## src/rtl/sd_otf_converter_if.sv

```systemverilog
// sd_otf_converter_if
//   Bundles the control, digit and result signals of the on-the-fly converter.
//   master : the producer side (digit-vector store / sequencer) driving digits and control.
//   slave  : the converter side, consuming digits and presenting the result.
//   Ports carried:
//     write_enable, error_flag, start, digit_valid, digit_in[1:0]  (master -> slave)
//     busy, result[NUM_DIGITS:0], result_valid, aborted, digit_cnt  (slave -> master)
interface sd_otf_converter_if #(
  parameter int NUM_DIGITS = 32,
  parameter int CNT_W      = 7
);
  logic                  write_enable;
  logic                  error_flag;
  logic                  start;
  logic                  digit_valid;
  logic [1:0]            digit_in;
  logic                  busy;
  logic [NUM_DIGITS:0]   result;
  logic                  result_valid;
  logic                  aborted;
  logic [CNT_W-1:0]      digit_cnt;

  modport master (
    output write_enable, error_flag, start, digit_valid, digit_in,
    input  busy, result, result_valid, aborted, digit_cnt
  );

  modport slave (
    input  write_enable, error_flag, start, digit_valid, digit_in,
    output busy, result, result_valid, aborted, digit_cnt
  );
endinterface

```

## src/rtl/sd_otf_converter.sv

```systemverilog
// sd_otf_converter
//   Digit-serial on-the-fly converter. Accepts one radix-2 signed digit per cycle, MSD first,
//   in {plus,minus} encoding (10=+1, 01=-1, 00/11=0) and builds the two's-complement value
//   with the Q/QM register pair, so no carry-propagate add is needed at the end.
//   Ports:
//     clk    : system clock, rising edge
//     rst_n  : asynchronous active-low reset
//     bus    : sd_otf_converter_if slave modport
//              inputs  write_enable (global stall), error_flag (abort), start, digit_valid, digit_in
//              outputs busy, result (value*2^NUM_DIGITS), result_valid / aborted (1-cycle pulses),
//                      digit_cnt (digits accepted in the current conversion)
module sd_otf_converter #(
  parameter int NUM_DIGITS = 32,
  parameter int CNT_W      = 7
) (
  input  logic                 clk,
  input  logic                 rst_n,
  sd_otf_converter_if.slave    bus
);

  localparam int W = NUM_DIGITS + 1;

  typedef enum logic [1:0] {
    IDLE = 2'd0,
    RUN  = 2'd1,
    DONE = 2'd2
  } state_t;

  state_t           state;
  logic [W-1:0]     q;
  logic [W-1:0]     qm;
  logic [CNT_W-1:0] cnt;
  logic             busy_r;
  logic [W-1:0]     result_r;
  logic             result_valid_r;
  logic             aborted_r;

  // Digit decode: 11 is a redundant zero, so plus/minus are only honoured when exclusive.
  logic dig_plus;
  logic dig_minus;
  assign dig_plus  = bus.digit_in[1] & ~bus.digit_in[0];
  assign dig_minus = bus.digit_in[0] & ~bus.digit_in[1];

  // Q holds the converted prefix, QM holds that prefix minus one ulp. Appending a digit only
  // ever selects one of the two and concatenates a constant bit, which is why no adder exists.
  // The bit shifted out of the top is dropped: the final value always fits in W bits.
  always_ff @(posedge clk or negedge rst_n) begin
    if (!rst_n) begin
      state          <= IDLE;
      q              <= '0;
      qm             <= '1;
      cnt            <= '0;
      busy_r         <= 1'b0;
      result_r       <= '0;
      result_valid_r <= 1'b0;
      aborted_r      <= 1'b0;
    end else if (bus.write_enable) begin
      // Pulses are cleared on every enabled cycle and only re-set by the state that owns them.
      result_valid_r <= 1'b0;
      aborted_r      <= 1'b0;
      case (state)
        IDLE: begin
          if (bus.start) begin
            state  <= RUN;
            q      <= '0;
            qm     <= '1;
            cnt    <= '0;
            busy_r <= 1'b1;
          end
        end
        RUN: begin
          if (bus.error_flag) begin
            state     <= IDLE;
            busy_r    <= 1'b0;
            aborted_r <= 1'b1;
          end else if (bus.digit_valid) begin
            if (dig_plus) begin
              q  <= {q[W-2:0], 1'b1};
              qm <= {q[W-2:0], 1'b0};
            end else if (dig_minus) begin
              q  <= {qm[W-2:0], 1'b1};
              qm <= {qm[W-2:0], 1'b0};
            end else begin
              q  <= {q[W-2:0], 1'b0};
              qm <= {qm[W-2:0], 1'b1};
            end
            cnt <= cnt + 1'b1;
            if (cnt == CNT_W'(NUM_DIGITS - 1)) begin
              state  <= DONE;
              busy_r <= 1'b0;
            end
          end
        end
        DONE: begin
          result_r       <= q;
          result_valid_r <= 1'b1;
          state          <= IDLE;
        end
        default: begin
          state  <= IDLE;
          busy_r <= 1'b0;
        end
      endcase
    end
  end

  assign bus.busy         = busy_r;
  assign bus.result       = result_r;
  assign bus.result_valid = result_valid_r;
  assign bus.aborted      = aborted_r;
  assign bus.digit_cnt    = cnt;

  // QM must track Q-1 throughout a conversion; any divergence means a corrupted select path.
  qm_tracks_q: assert property (@(posedge clk) disable iff (!rst_n)
    (state == RUN) |-> (qm == W'(q - 1'b1)));

endmodule

```

## src/flat_wrapper.sv

```systemverilog
// flat-port wrapper written by rule: the top's interface ports become plain ports
module sd_otf_converter_flat 
#(
  parameter int NUM_DIGITS = 32,
  parameter int CNT_W      = 7
)
  (clk, rst_n, bus_write_enable, bus_error_flag, bus_start, bus_digit_valid, bus_digit_in, bus_busy, bus_result, bus_result_valid, bus_aborted, bus_digit_cnt);
  sd_otf_converter_if #(.NUM_DIGITS(NUM_DIGITS), .CNT_W(CNT_W)) bus_i ();
  input  logic clk;
  input  logic rst_n;
  input wire logic [$bits(bus_i.write_enable)-1:0] bus_write_enable;
  input wire logic [$bits(bus_i.error_flag)-1:0] bus_error_flag;
  input wire logic [$bits(bus_i.start)-1:0] bus_start;
  input wire logic [$bits(bus_i.digit_valid)-1:0] bus_digit_valid;
  input wire logic [$bits(bus_i.digit_in)-1:0] bus_digit_in;
  output wire logic [$bits(bus_i.busy)-1:0] bus_busy;
  output wire logic [$bits(bus_i.result)-1:0] bus_result;
  output wire logic [$bits(bus_i.result_valid)-1:0] bus_result_valid;
  output wire logic [$bits(bus_i.aborted)-1:0] bus_aborted;
  output wire logic [$bits(bus_i.digit_cnt)-1:0] bus_digit_cnt;
  assign bus_i.write_enable = bus_write_enable;
  assign bus_i.error_flag = bus_error_flag;
  assign bus_i.start = bus_start;
  assign bus_i.digit_valid = bus_digit_valid;
  assign bus_i.digit_in = bus_digit_in;
  assign bus_busy = bus_i.busy;
  assign bus_result = bus_i.result;
  assign bus_result_valid = bus_i.result_valid;
  assign bus_aborted = bus_i.aborted;
  assign bus_digit_cnt = bus_i.digit_cnt;
  sd_otf_converter #(.NUM_DIGITS(NUM_DIGITS), .CNT_W(CNT_W)) u_core (.clk(clk), .rst_n(rst_n), .bus(bus_i));
endmodule
```

## config.mk

```make
export PLATFORM = sky130hd
export DESIGN_NAME = sd_otf_converter_flat
export DESIGN_NICKNAME = d
export VERILOG_FILES = /design/src/rtl/sd_otf_converter_if.sv /design/src/rtl/sd_otf_converter.sv /design/src/flat_wrapper.sv
export SDC_FILE = /design/constraint.sdc
export NUM_CORES = 1
export LEC_CHECK = 0
export CORE_AREA = 5 5 150 80
export DETAILED_ROUTE_END_ITERATION = 6
export DIE_AREA = 0 0 155 85
export PLACE_DENSITY = 0.7
export SLEW_MARGIN = 20
export SYNTH_ARGS = -nofsm -noshare
export SYNTH_HDL_FRONTEND = slang
export SYNTH_SLANG_ARGS = --single-unit
```

## constraint.sdc

```tcl
create_clock -name clk -period 1.8 [get_ports clk]
set_input_delay 0.45 -clock clk [delete_from_list [all_inputs] [get_ports clk]]
set_output_delay 0.45 -clock clk [all_outputs]
set_load 0.03 [all_outputs]
```

Word-level counts from Yosys, hierarchy flattened
Cells that the tools add are included.
Word-level totals
  flip-flop bits (word level): 110
  bits in latches: 0
  RAM bits: 0
  memory bits (read-only): 0
  bits of input ports: 8
  output and inout bits: 43
  word-level logic and storage cells: 57
  memories: 0
Cells by class
  add/subtract/negate cells: 1
  multipliers: 0
  divide/modulo/power cells: 0
  $lt $le $gt $ge: 0
  equal/unequal tests: 8
  shifts and indexed selects: 0
  muxes and demuxes: 29
  bitwise gates (word level): 5
  reduce and logical (&&, ||, !) cells: 6
Operator list (number)
  $mux 33: 5
  $mux 32: 4
  $pmux 33 s2: 1
  $pmux 32 s2: 1
  $mux 7: 3
  $pmux 7 s2: 1
  $reduce_and 5->1: 2
  $mux 1: 8
  $mux 2: 4
  $add 7x1->7 const B: 1
  $eq 7x5->1 const B: 1
  $ne 2x2->1 const B: 3
  $pmux 2 s2: 1
  $reduce_and 4->1: 1
  $ne 3x2->1 const B: 1
  $ne 3x3->1 const B: 1
  $not 1->1: 3
  $pmux 1 s3: 1
  $and 1x1->1: 2
  $eq 2x1->1 const B: 1
  $eq 2x2->1 const B: 1
  $logic_not 2->1: 1
  $reduce_and 2->1: 1
  $reduce_bool 2->1: 1

Logic depth before layout (Yosys ltp)
Gate-level depths: netlist (run 1).
  word-level depth: 7
  gate-level depth with buffers: 8
  mapped depth without buffers: 5

Worst setup path after synthesis (run 1)
Ideal clock, no wire load.
  path kind: in2reg
  start point: input bus_digit_in[0]
  end point: register u_core.q[10]
  setup time: 135 ps
  arrival time: 1557 ps
  required time: 1665 ps
  setup slack: 108 ps
  stages on the path: 8
  path buffers: 3
  cell sequence: inv_1 ha_1 clkbuf_1 nand2b_1 buf_2 buf_4 mux2i_1 o31ai_1
Between the ends
  word-level cells in the longest chain between the ends: 6
  elaborated cells on any way between the ends: 8
  classes of those cells: 5 x mux; 3 x bitwise
Ends and longest elaborated chain
  start: declaration: RTL line flat_wrapper.sv:15  | input wire logic [$bits(bus_i.digit_in)-1:0] bus_digit_in;
  $and 1x1->1 / $not 1->1 (equally long branches): RTL line sd_otf_converter.sv:42, sd_otf_converter.sv:41
  $mux 33 / $and 1x1->1 (equally long branches): RTL line sd_otf_converter.sv:80, sd_otf_converter.sv:41
  $mux 33 (*): RTL line sd_otf_converter.sv:77  | if (dig_plus) begin
  $mux 33 (*): RTL line sd_otf_converter.sv:76  | end else if (bus.digit_valid) begin
  $mux 33 (*): RTL line sd_otf_converter.sv:72  | if (bus.error_flag) begin
  $pmux 33 s2 (*): RTL line sd_otf_converter.sv:61  | case (state)
  end signal: assignment: RTL line sd_otf_converter.sv:78  | q <= {q[W-2:0], 1'b1};
  end signal: assignment: RTL line sd_otf_converter.sv:81  | q <= {qm[W-2:0], 1'b1};
  end signal: assignment: RTL line sd_otf_converter.sv:84  | q <= {q[W-2:0], 1'b0};
  end: declaration: RTL line sd_otf_converter.sv:30  | logic [W-1:0] q;
Mark *: on every way between the ends. The rest lies on a longest branch, timed or not. The select of a mux whose other input is x is not followed.
A chain may end at the register's enable or synchronous reset.

Worst setup path in the final report (run 1)
  start point: input bus_error_flag
  end point: register u_core.q[9]
Between the ends
  word-level cells in the longest chain between the ends: 2
Ends and longest elaborated chain
  start: declaration: RTL line flat_wrapper.sv:12  | input wire logic [$bits(bus_i.error_flag)-1:0] bus_error_flag;
  $ne 2x2->1 (no source line)
  $reduce_and 5->1 (no source line)
No other way between the ends.

==> results.cfg, run 1 <==
[floorplanning]
rows = 27
num_io_pins = 51
die-height_um = 85
die_area_um2 = 13200
die_x_um = 155
start_util_pct = 48.3
core_area_um2 = 10600

[setup_path]
r2r-start = u_core.state[0]$_DFFE_PN0P_
crit_type = input port to register
ff2ff_setup_slack_ns = 0.14
critPathRequiredTime_ns = 2.06
end_kind = register
r2r-end = u_core.q[9]$_DFFE_PN0P_
crit_fanout = 77
cp_data_arrival_time_ns = 2.00
reg2regPathDepth = 5
crit_path_start_kind = input port

[global_routing]
gr-total-overflow = 0
grt_pass1_vias = 3625
grt_max_degree = 78
antenna_found_initial = 0
grt_util_all_layers_pct = 17.6
grt_pass1_wl_um = 18700

[timing]
finalCritPeriodShare_pct = 96.8
setup_viol = 0
fmax_mhz = 574
whs_ns = 0.0150
fin_skew_ns = 0.00936
final_max_slew_viol_count = 0
rsz0062_at_grt = true
worstMarginPinSlew_ns = 0.408
fin_tns_setup_ns = 0
slew_headroom_pct = 72.4
finalHoldViolCount = 0
finalCriticalPeriod_ns = 1.74

[place]
portBuffers = 50
gp_congestion = 0.789
dp_cells = 652
hpwlAfterDp_um = 7330

[drt]
drc = 0
first_pass_iters = 4
route.vias.total = 3688
drtIter0Drc = 209
viasPerCell = 5.52
drt-wirelength-per-cell_um = 16.4
ant_nets = 0
drt-total-wl_um = 10900

[yosys]
ys_seq_area_share_pct = 54.4
ys_ff_latch = 110
synth-async-reset-ratio_pct = 100
syn-instance-count = 466
synth.area.top_cells = dfrtp_1 (38%), dfstp_2 (16%), mux2_2 (7.2%)
syn_avg_cell_area_um2 = 11.0
yosysUniqueCellTypes = 40
synth_warnings = 0
yosys.area.top_type = dfrtp_1
yosysMostFrequentCell = dfrtp_1
syn_nets = 477
synth_top_area_share_pct = 38.0
synthTopCellsByCount = dfrtp_1 (78), nand2_1 (70), o21ai_0 (37)
synth_area_um2 = 5140
synth_ff_type = dfrtp_1
synth_edf_count = 0

[finish]
nFillCells = 892
drive_above_1_share_pct = 22.8
fin_cells = 668
nNetsFinal = 529
multiInputGateArea_um2 = 2150
register_area_um2 = 2790
antenna_cells = 0
syn_to_final_growth_pct = 21.0

[clocking]
clk_pin_slew_ns = 0.07
root_buffer = clkbuf_16
cts_setup_buffers = 0
cts_tree = built
clk_latency_ns = 0.36
cts_max_level = 3
clock-sinks = 110
cts_resized = 43
cts_hold_buf = 0
cts_buffer_depth = 2
numCtsBuffers = 9

[pwr]
p_leak_nw = 3.05
power_mw = 7.19
power_density_nw_per_um2 = 1160
irDropWorstVdd_uv = 528

[flow_run]
drv_cap = 0

[min_path]
hold_class = input port to async pin

[status]
status = completed
[registers in the layout (all words and copies together) (netlist names)]
name / flops
u_core.bus.result: 33
u_core.q: 33
u_core.qm: 32
u_core.bus.digit_cnt: 7
u_core.state: 2
u_core.bus.aborted: 1
u_core.bus.busy: 1
u_core.bus.result_valid: 1
[how the worst max path moves through the flow]
stage / depth (start not counted) / endpoint / slack [ns] / startpoint
2_1_floorplan: 8 / u_core.q[10]$_DFFE_PN0P_ / 0.11 / bus_digit_in[0]
3_3_place_gp: 5 / u_core.q[28]$_DFFE_PN0P_ / -0.23 / bus_error_flag
3_5_place_dp: 6 / u_core.qm[14]$_DFFE_PN1P_ / -0.32 / bus_error_flag
4_1_cts: 6 / u_core.qm[25]$_DFFE_PN1P_ / 0.07 / bus_error_flag
5_1_grt: 6 / u_core.q[9]$_DFFE_PN0P_ / -0.05 / bus_error_flag
6_report: 6 / u_core.q[9]$_DFFE_PN0P_ / 0.06 / bus_error_flag
[power by group]
group / leakage [nW] / internal, mW / switching [mW]
Clock: 0.142 / 0.960 / 0.976
Combinational: 1.50 / 0.696 / 0.855
Sequential: 1.41 / 3.23 / 0.478
[cell usage in the layout (no fill, tap or decap), types with 20 or more instances in the layout]
cell type      Yosys  layout
o21ai_0           37      37
mux2i_1           32      32
dfrtp_1           78      78
nand2_1           70      70
a211oi_1          31      31
dlygate4sd2_1      0      43
nor2b_1           32      32
dfstp_2           32      32
mux2_2            33      33
buf_4              3      20
o31ai_1           35      35
[metrics by stage]
| stage | utilization (%) | worst slack, ns | instance area [µm²] |
|---|---|---|---|
| after floorplan | - | 0.108 | 5140 |
| after global placement | 56.1 | -0.231 | 5970 |
| after detailed placement | 56.1 | -0.320 | 5970 |
| after CTS | 58.3 | 0.0680 | 6200 |
| after global routing | 58.4 | -0.0522 | 6210 |
| final | 58.4 | 0.0583 | 6210 |
[cell type report]
cell class              instances  area share (%)
clock inverters                 7           0.906
flip-flops and latches        110            44.9
clock buffers                   9            3.62
repair buffers                 79            12.5
well taps                     145            2.92
inverters                       7           0.423
multi-input cells             311            34.7
[logic make-up (layout without fill, tap and decap cells)]
logic type / count (synthesis) / after routing / share of synthesized area [%]
adder cells (fa/ha/maj): 3 / 3 / 0.731
AO/OA/AOI/OAI: 118 / 118 / 15.3
XOR/XNOR: 1 / 1 / 0.171
AND/OR/NAND/NOR: 124 / 124 / 11.8
flip-flops: 110 / 110 / 54.4
multiplexers: 65 / 65 / 13.5
buffers and inverters: 45 / 102 / 4.14
[metal layers]
| layer | wire [µm] | vias to the layer above | share of wire (%) | GRT usage [%] |
|---|---|---|---|---|
| met5 | 0 | - | 0 | 0 |
| li1 | - | 1771 | - | - |
| met1 | 5510 | 1820 | 50 | 25.7 |
| met3 | 600 | 11 | 5.5 | 5.40 |
| met2 | 4710 | 86 | 43 | 25.6 |
| met4 | 119 | 0 | 1.1 | 4.81 |
[critical path, cell delays in order]
cell             delay [ns]
clkdlybuf4s50_1        0.48
and3b_4                0.22
o21ai_4                0.32
buf_12                 0.31
nand2_1                0.09
o31ai_1                0.08
Power figures use the tool's default switching activity.
==> run 2: changes to the inputs <==
--- a/config.mk
+++ b/config.mk
@@ -9,6 +9,7 @@
 export DETAILED_ROUTE_END_ITERATION = 6
 export DIE_AREA = 0 0 155 85
 export PLACE_DENSITY = 0.7
+export RECOVER_POWER = 25
 export SLEW_MARGIN = 20
 export SYNTH_ARGS = -nofsm -noshare
 export SYNTH_HDL_FRONTEND = slang
==> run 2 against run 1 <==
Net effect: non-clock buffer count stayed put; die area stayed put; clock skew hardly changed; combinational power hardly changed; global-route usage stayed put; clock-buffer cell count stayed put; flip-flop and latch count stayed put; routed wire length is 0.88% lower; final area is 0.77% lower; clock power hardly changed; fmax is 0.31% higher; highest routed layer unchanged.
==> results.cfg, run 2 (synthesis results as in run 1) <==
[drt]
drt-met1-wl_um = 5460
maxUsedRoutingLayer = met4
wl_met2_um = 4740
drc = 0
drtIter0Drc = 213
ant_nets = 0
wl_met3_um = 517
drt-wirelength-per-cell_um = 16.2
drt-total-wl_um = 10800
viasPerCell = 5.49
route.vias.total = 3669
first_pass_iters = 4

[timing]
finalCritPeriodShare_pct = 96.5
rsz0062_at_grt = true
setup_viol = 0
fin_skew_ns = 0.00900
finalHoldViolCount = 0
worstMarginPinSlew_ns = 0.685
whs_ns = 0.121
fin_tns_setup_ns = 0
finalCriticalPeriod_ns = 1.74
fmax_mhz = 576
slew_headroom_pct = 54.3
final_max_slew_viol_count = 0

[min_path]
hold_class = input port to async pin

[global_routing]
antenna_found_initial = 0
grt_util_all_layers_pct = 17.6
grt_pass1_vias = 3625
grt_pass1_wl_um = 18700
gr-total-overflow = 0
grt_max_degree = 78

[place]
gp_congestion = 0.789
portBuffers = 50
hpwlAfterDp_um = 7330
place_area_um2 = 5970

[clocking]
cts_tree = built
cts_buffer_depth = 2
clk_latency_ns = 0.36
cts_max_level = 3
root_buffer = clkbuf_16
numCtsBuffers = 9
cts_hold_buf = 0
clock-sinks = 110
clk_pin_slew_ns = 0.07

[setup_path]
crit_type = input port to register
critPathRequiredTime_ns = 2.06
end_kind = register
crit_path_start_kind = input port
cp_data_arrival_time_ns = 2.00
crit_fanout = 77

[floorplanning]
core_area_um2 = 10600
rows = 27
die-height_um = 85
die_x_um = 155
die_area_um2 = 13200
start_util_pct = 48.3
num_io_pins = 51

[finish]
layout_commonest_cell = dfrtp_1
antenna_cells = 0
postLayoutCellArea_um2 = 6170
drive_above_1_share_pct = 22.8
post-route-util_pct = 57.9
final_cell_mix = dfrtp_1 (78), nand2_1 (70), dlygate4sd2_1 (43)
nNetsFinal = 529
nFillCells = 895
syn_to_final_growth_pct = 20.0

[pwr]
power_mw = 7.16
irDropWorstVdd_uv = 519
p_leak_nw = 3.04
power_density_nw_per_um2 = 1160

[flow_run]
drv_cap = 0

[status]
status = completed
-- run 2: cell types whose count changed in the layout (fill, tap and decap cells not counted), sizes merged --
cell and change:
clkbuf +4, buf -4
-- run 2: routing by layer --
layer / up-vias / global-route usage (%)
li1: 1765 / -
met1: 1824 / 25.7
met2: 70 / 25.6
met3: 10 / 5.40
met4: 0 / 4.81
met5: - / 0
-- run 2: area by class of cell --
class / count / area, µm² / area share (%)
clock inverter: 7 / 56.3 / 0.913
clock buffer: 9 / 225 / 3.65
tap: 145 / 181 / 2.94
timing repair buffer: 79 / 731 / 11.9
inverter: 7 / 26.3 / 0.426
sequential: 110 / 2790 / 45.3
multi-input combinational: 311 / 2150 / 34.9
-- run 2: path summary, 6_finish.rpt --
check,startpoint,to,slack (ns),depth (start not counted)
max in group asynchronous,rst_n,u_core.q[32]$_DFFE_PN0P_,0.60,2
worst max-delay path,bus_error_flag,u_core.q[32]$_DFFE_PN0P_,0.06,6
worst min-delay path,rst_n,u_core.bus.result[28]$_DFFE_PN0P_,0.12,1
min in group clk,u_core.qm[20]$_DFFE_PN1P_,u_core.qm[20]$_DFFE_PN1P_,0.49,2
worst min register to register,u_core.qm[20]$_DFFE_PN1P_,u_core.qm[20]$_DFFE_PN1P_,0.49,2
worst max register to register,u_core.state[0]$_DFFE_PN0P_,u_core.q[32]$_DFFE_PN0P_,0.15,5
-- run 2: repair_timing --
action	CTS	global route
gates cloned	0	0
gates resized for setup	43	2
setup endpoints to repair	43	33
setup buffers	0	0
-- run 2: power breakdown --
part	internal, mW	leakage (nW)	total [mW]	switching [mW]
combinational	0.684	1.49	1.54	0.851
sequential	3.23	1.41	3.70	0.476
clock	0.960	0.142	1.92	0.960
total	4.87	3.04	7.16	2.29
-- run 2: metrics by stage --
stage / std cells / setup WS, ns
3_3_place_gp: 652 / -0.231
6_report: 668 / 0.0636
4_1_cts: 668 / 0.0680
3_5_place_dp: 652 / -0.320
5_1_grt: 668 / -0.0522
2_1_floorplan: 466 / 0.108
-- run 2: worst max-delay path, cell delays in order --
cell             delay (ns)
clkdlybuf4s50_1        0.48
and3b_4                0.22
o21ai_4                0.32
buf_12                 0.32
nand2_1                0.10
o31ai_1                0.07
==> run 3: changes to the inputs <==
--- a/config.mk
+++ b/config.mk
@@ -5,9 +5,9 @@
 export SDC_FILE = /design/constraint.sdc
 export NUM_CORES = 1
 export LEC_CHECK = 0
-export CORE_AREA = 5 5 150 80
+export CORE_AREA = 4 4 149 79
 export DETAILED_ROUTE_END_ITERATION = 6
-export DIE_AREA = 0 0 155 85
+export DIE_AREA = 0 0 153 83
 export PLACE_DENSITY = 0.7
 export RECOVER_POWER = 25
 export SLEW_MARGIN = 20
==> run 3 against run 2 <==
Net effect: power shrank 0.32%; routed wire length shrank 0.54%; flip-flop and latch count is the same; die area shrank 3.6%; non-clock buffer count grew 7; clock power shrank 4%; combinational power is essentially flat; largest cell class unchanged.
==> results.cfg, run 3 (synthesis results as in run 1) <==
[floorplanning]
start_util_pct = 48.4
num_io_pins = 51
die_x_um = 153
rows = 27
die-height_um = 83
core_area_um2 = 10600
die_area_um2 = 12700

[drt]
viasPerCell = 5.44
ant_nets = 0
route.vias.total = 3675
drt-wirelength-per-cell_um = 16.0
drc = 0
drtIter0Drc = 219
first_pass_iters = 4
drt-total-wl_um = 10800

[pwr]
p_seq_share_pct = 52.1
irDropWorstVdd_uv = 637
power_density_nw_per_um2 = 1140
power_switching_mw = 2.24
pwr-share-comb_pct = 22.0
p_int_mw = 4.89
swShare_pct = 31.4
p_clk_share_pct = 25.9
power_mw = 7.13
p_leak_nw = 3.08

[clocking]
cts_setup_buffers = 0
cts_tree = built
root_buffer = clkbuf_16
cts_buffer_depth = 2
numCtsBuffers = 9
clk_latency_ns = 0.34
cts_max_level = 3
clock-sinks = 110
clk_pin_slew_ns = 0.07

[setup_path]
cpPeakStageDelay_ns = 0.54
crit_type = input port to register
crit_path_start_kind = input port
crit_family = buffers and inverters
critPathSlowestCell = clkdlybuf4s50_1
cp_cell_sequence = clkdlybuf4s50_1, ha_2, nand2b_2, buf_12, mux2i_1, o31ai_1
cp_data_arrival_time_ns = 1.95
path_buf_inv = 2
critPathRequiredTime_ns = 2.03
crit_fanout = 20
end_kind = register

[finish]
postLayoutCellArea_um2 = 6250
drive_above_1_share_pct = 23.2
nNetsFinal = 536
post-route-util_pct = 58.9
multiInputGateArea_um2 = 2150
final_cell_mix = dfrtp_1 (78), nand2_1 (70), dlygate4sd2_1 (43)
nFillCells = 901
register_area_um2 = 2790
syn_to_final_growth_pct = 21.6
antenna_cells = 0
layout_commonest_cell = dfrtp_1
fin_cells = 675

[flow_run]
drv_cap = 0

[place]
dp_cells = 658
hpwlAfterDp_um = 7480
place_area_um2 = 6030
portBuffers = 50
post-place-ws_ns = -0.328
gp_congestion = 0.803

[global_routing]
grt_pass1_wl_um = 18900
antenna_found_initial = 0
grt_pass1_vias = 3648
grt_max_degree = 50
gr-total-overflow = 0
grt_util_all_layers_pct = 18.0

[timing]
finalCriticalPeriod_ns = 1.72
fin_ws_ns = 0.0764
setup_viol = 0
whs_ns = 0.452
fin_tns_setup_ns = 0
fmax_mhz = 580
slew_headroom_pct = 55.7
rsz0062_at_grt = false
finalHoldViolCount = 0
fin_skew_ns = 0.00660
final_max_slew_viol_count = 0
worstMarginPinSlew_ns = 0.664
finalCritPeriodShare_pct = 95.8

[min_path]
hold_class = input port to async pin

[status]
status = completed
## run 3: changes by cell type in the layout (fill, tap and decap cells not counted), sizes merged
cell           change
inv                -2
clkinv             -1
clkbuf             -1
dlymetal6s2s       +1
dlygate4sd3        +1
clkinvlp           +3
buf                +7
clkdlybuf4s50      -1
## run 3: layout make-up
class,instances,share of cell area [%]
Sequential cell,110,44.7
Multi-Input combinational cell,311,34.3
Timing Repair Buffer,86,13.2
Clock buffer,9,3.61
Tap cell,145,2.90
Clock inverter,7,0.801
Inverter,7,0.421
## run 3: power by group through the flow
stage / logic [mW] / clock network [mW] / registers (mW)
final: 1.57 / 1.85 / 3.71
after global placement: 1.52 / 0 / 3.72
after floorplan: 1.10 / 0 / 3.63
after detailed placement: 1.61 / 0 / 3.74
after CTS: 1.60 / 1.90 / 3.71
after global routing: 1.79 / 2.02 / 3.82
## run 3: final timing paths
| kind | startpoint | end | slack, ns | depth (start not counted) |
|---|---|---|---|---|
| worst max-delay path | bus_digit_in[1] | u_core.q[22]$_DFFE_PN0P_ | 0.08 | 6 |
| worst min-delay path | rst_n | u_core.bus.digit_cnt[4]$_DFFE_PN0P_ | 0.45 | 2 |
| worst max register to register | u_core.state[1]$_DFFE_PN0P_ | u_core.bus.digit_cnt[3]$_DFFE_PN0P_ | 0.21 | 5 |
| worst min register to register | u_core.bus.aborted$_DFFE_PN0P_ | u_core.bus.aborted$_DFFE_PN0P_ | 0.49 | 1 |
| max in group asynchronous | rst_n | u_core.q[0]$_DFFE_PN0P_ | 0.44 | 3 |
| min in group clk | u_core.bus.aborted$_DFFE_PN0P_ | u_core.bus.aborted$_DFFE_PN0P_ | 0.49 | 1 |
## run 3: layer usage
| layer | vias to the layer above | wire length [µm] | global-route usage (%) |
|---|---|---|---|
| met5 | - | 0 | 0 |
| met4 | 0 | 70 | 3.40 |
| met3 | 9 | 496 | 4.69 |
| met2 | 60 | 4530 | 25.9 |
| met1 | 1825 | 5700 | 27.6 |
| li1 | 1781 | - | - |
## run 3: repair_timing
item / 4_1_cts / 5_1_grt
gates cloned: 0 / 0
setup endpoints to repair: 43 / 4
hold buffers: 1 / 0
pin swaps: 0 / 1
hold endpoints to repair: 1 / 0
gates resized for setup: 43 / 1
## run 3: worst reg2reg max path: stages, from the launching register on
cell     delay [ns]
dfrtp_1        0.45
and2b_1        0.29
o21ai_4        0.12
buf_4          0.17
or3_1          0.34
a21oi_1        0.14
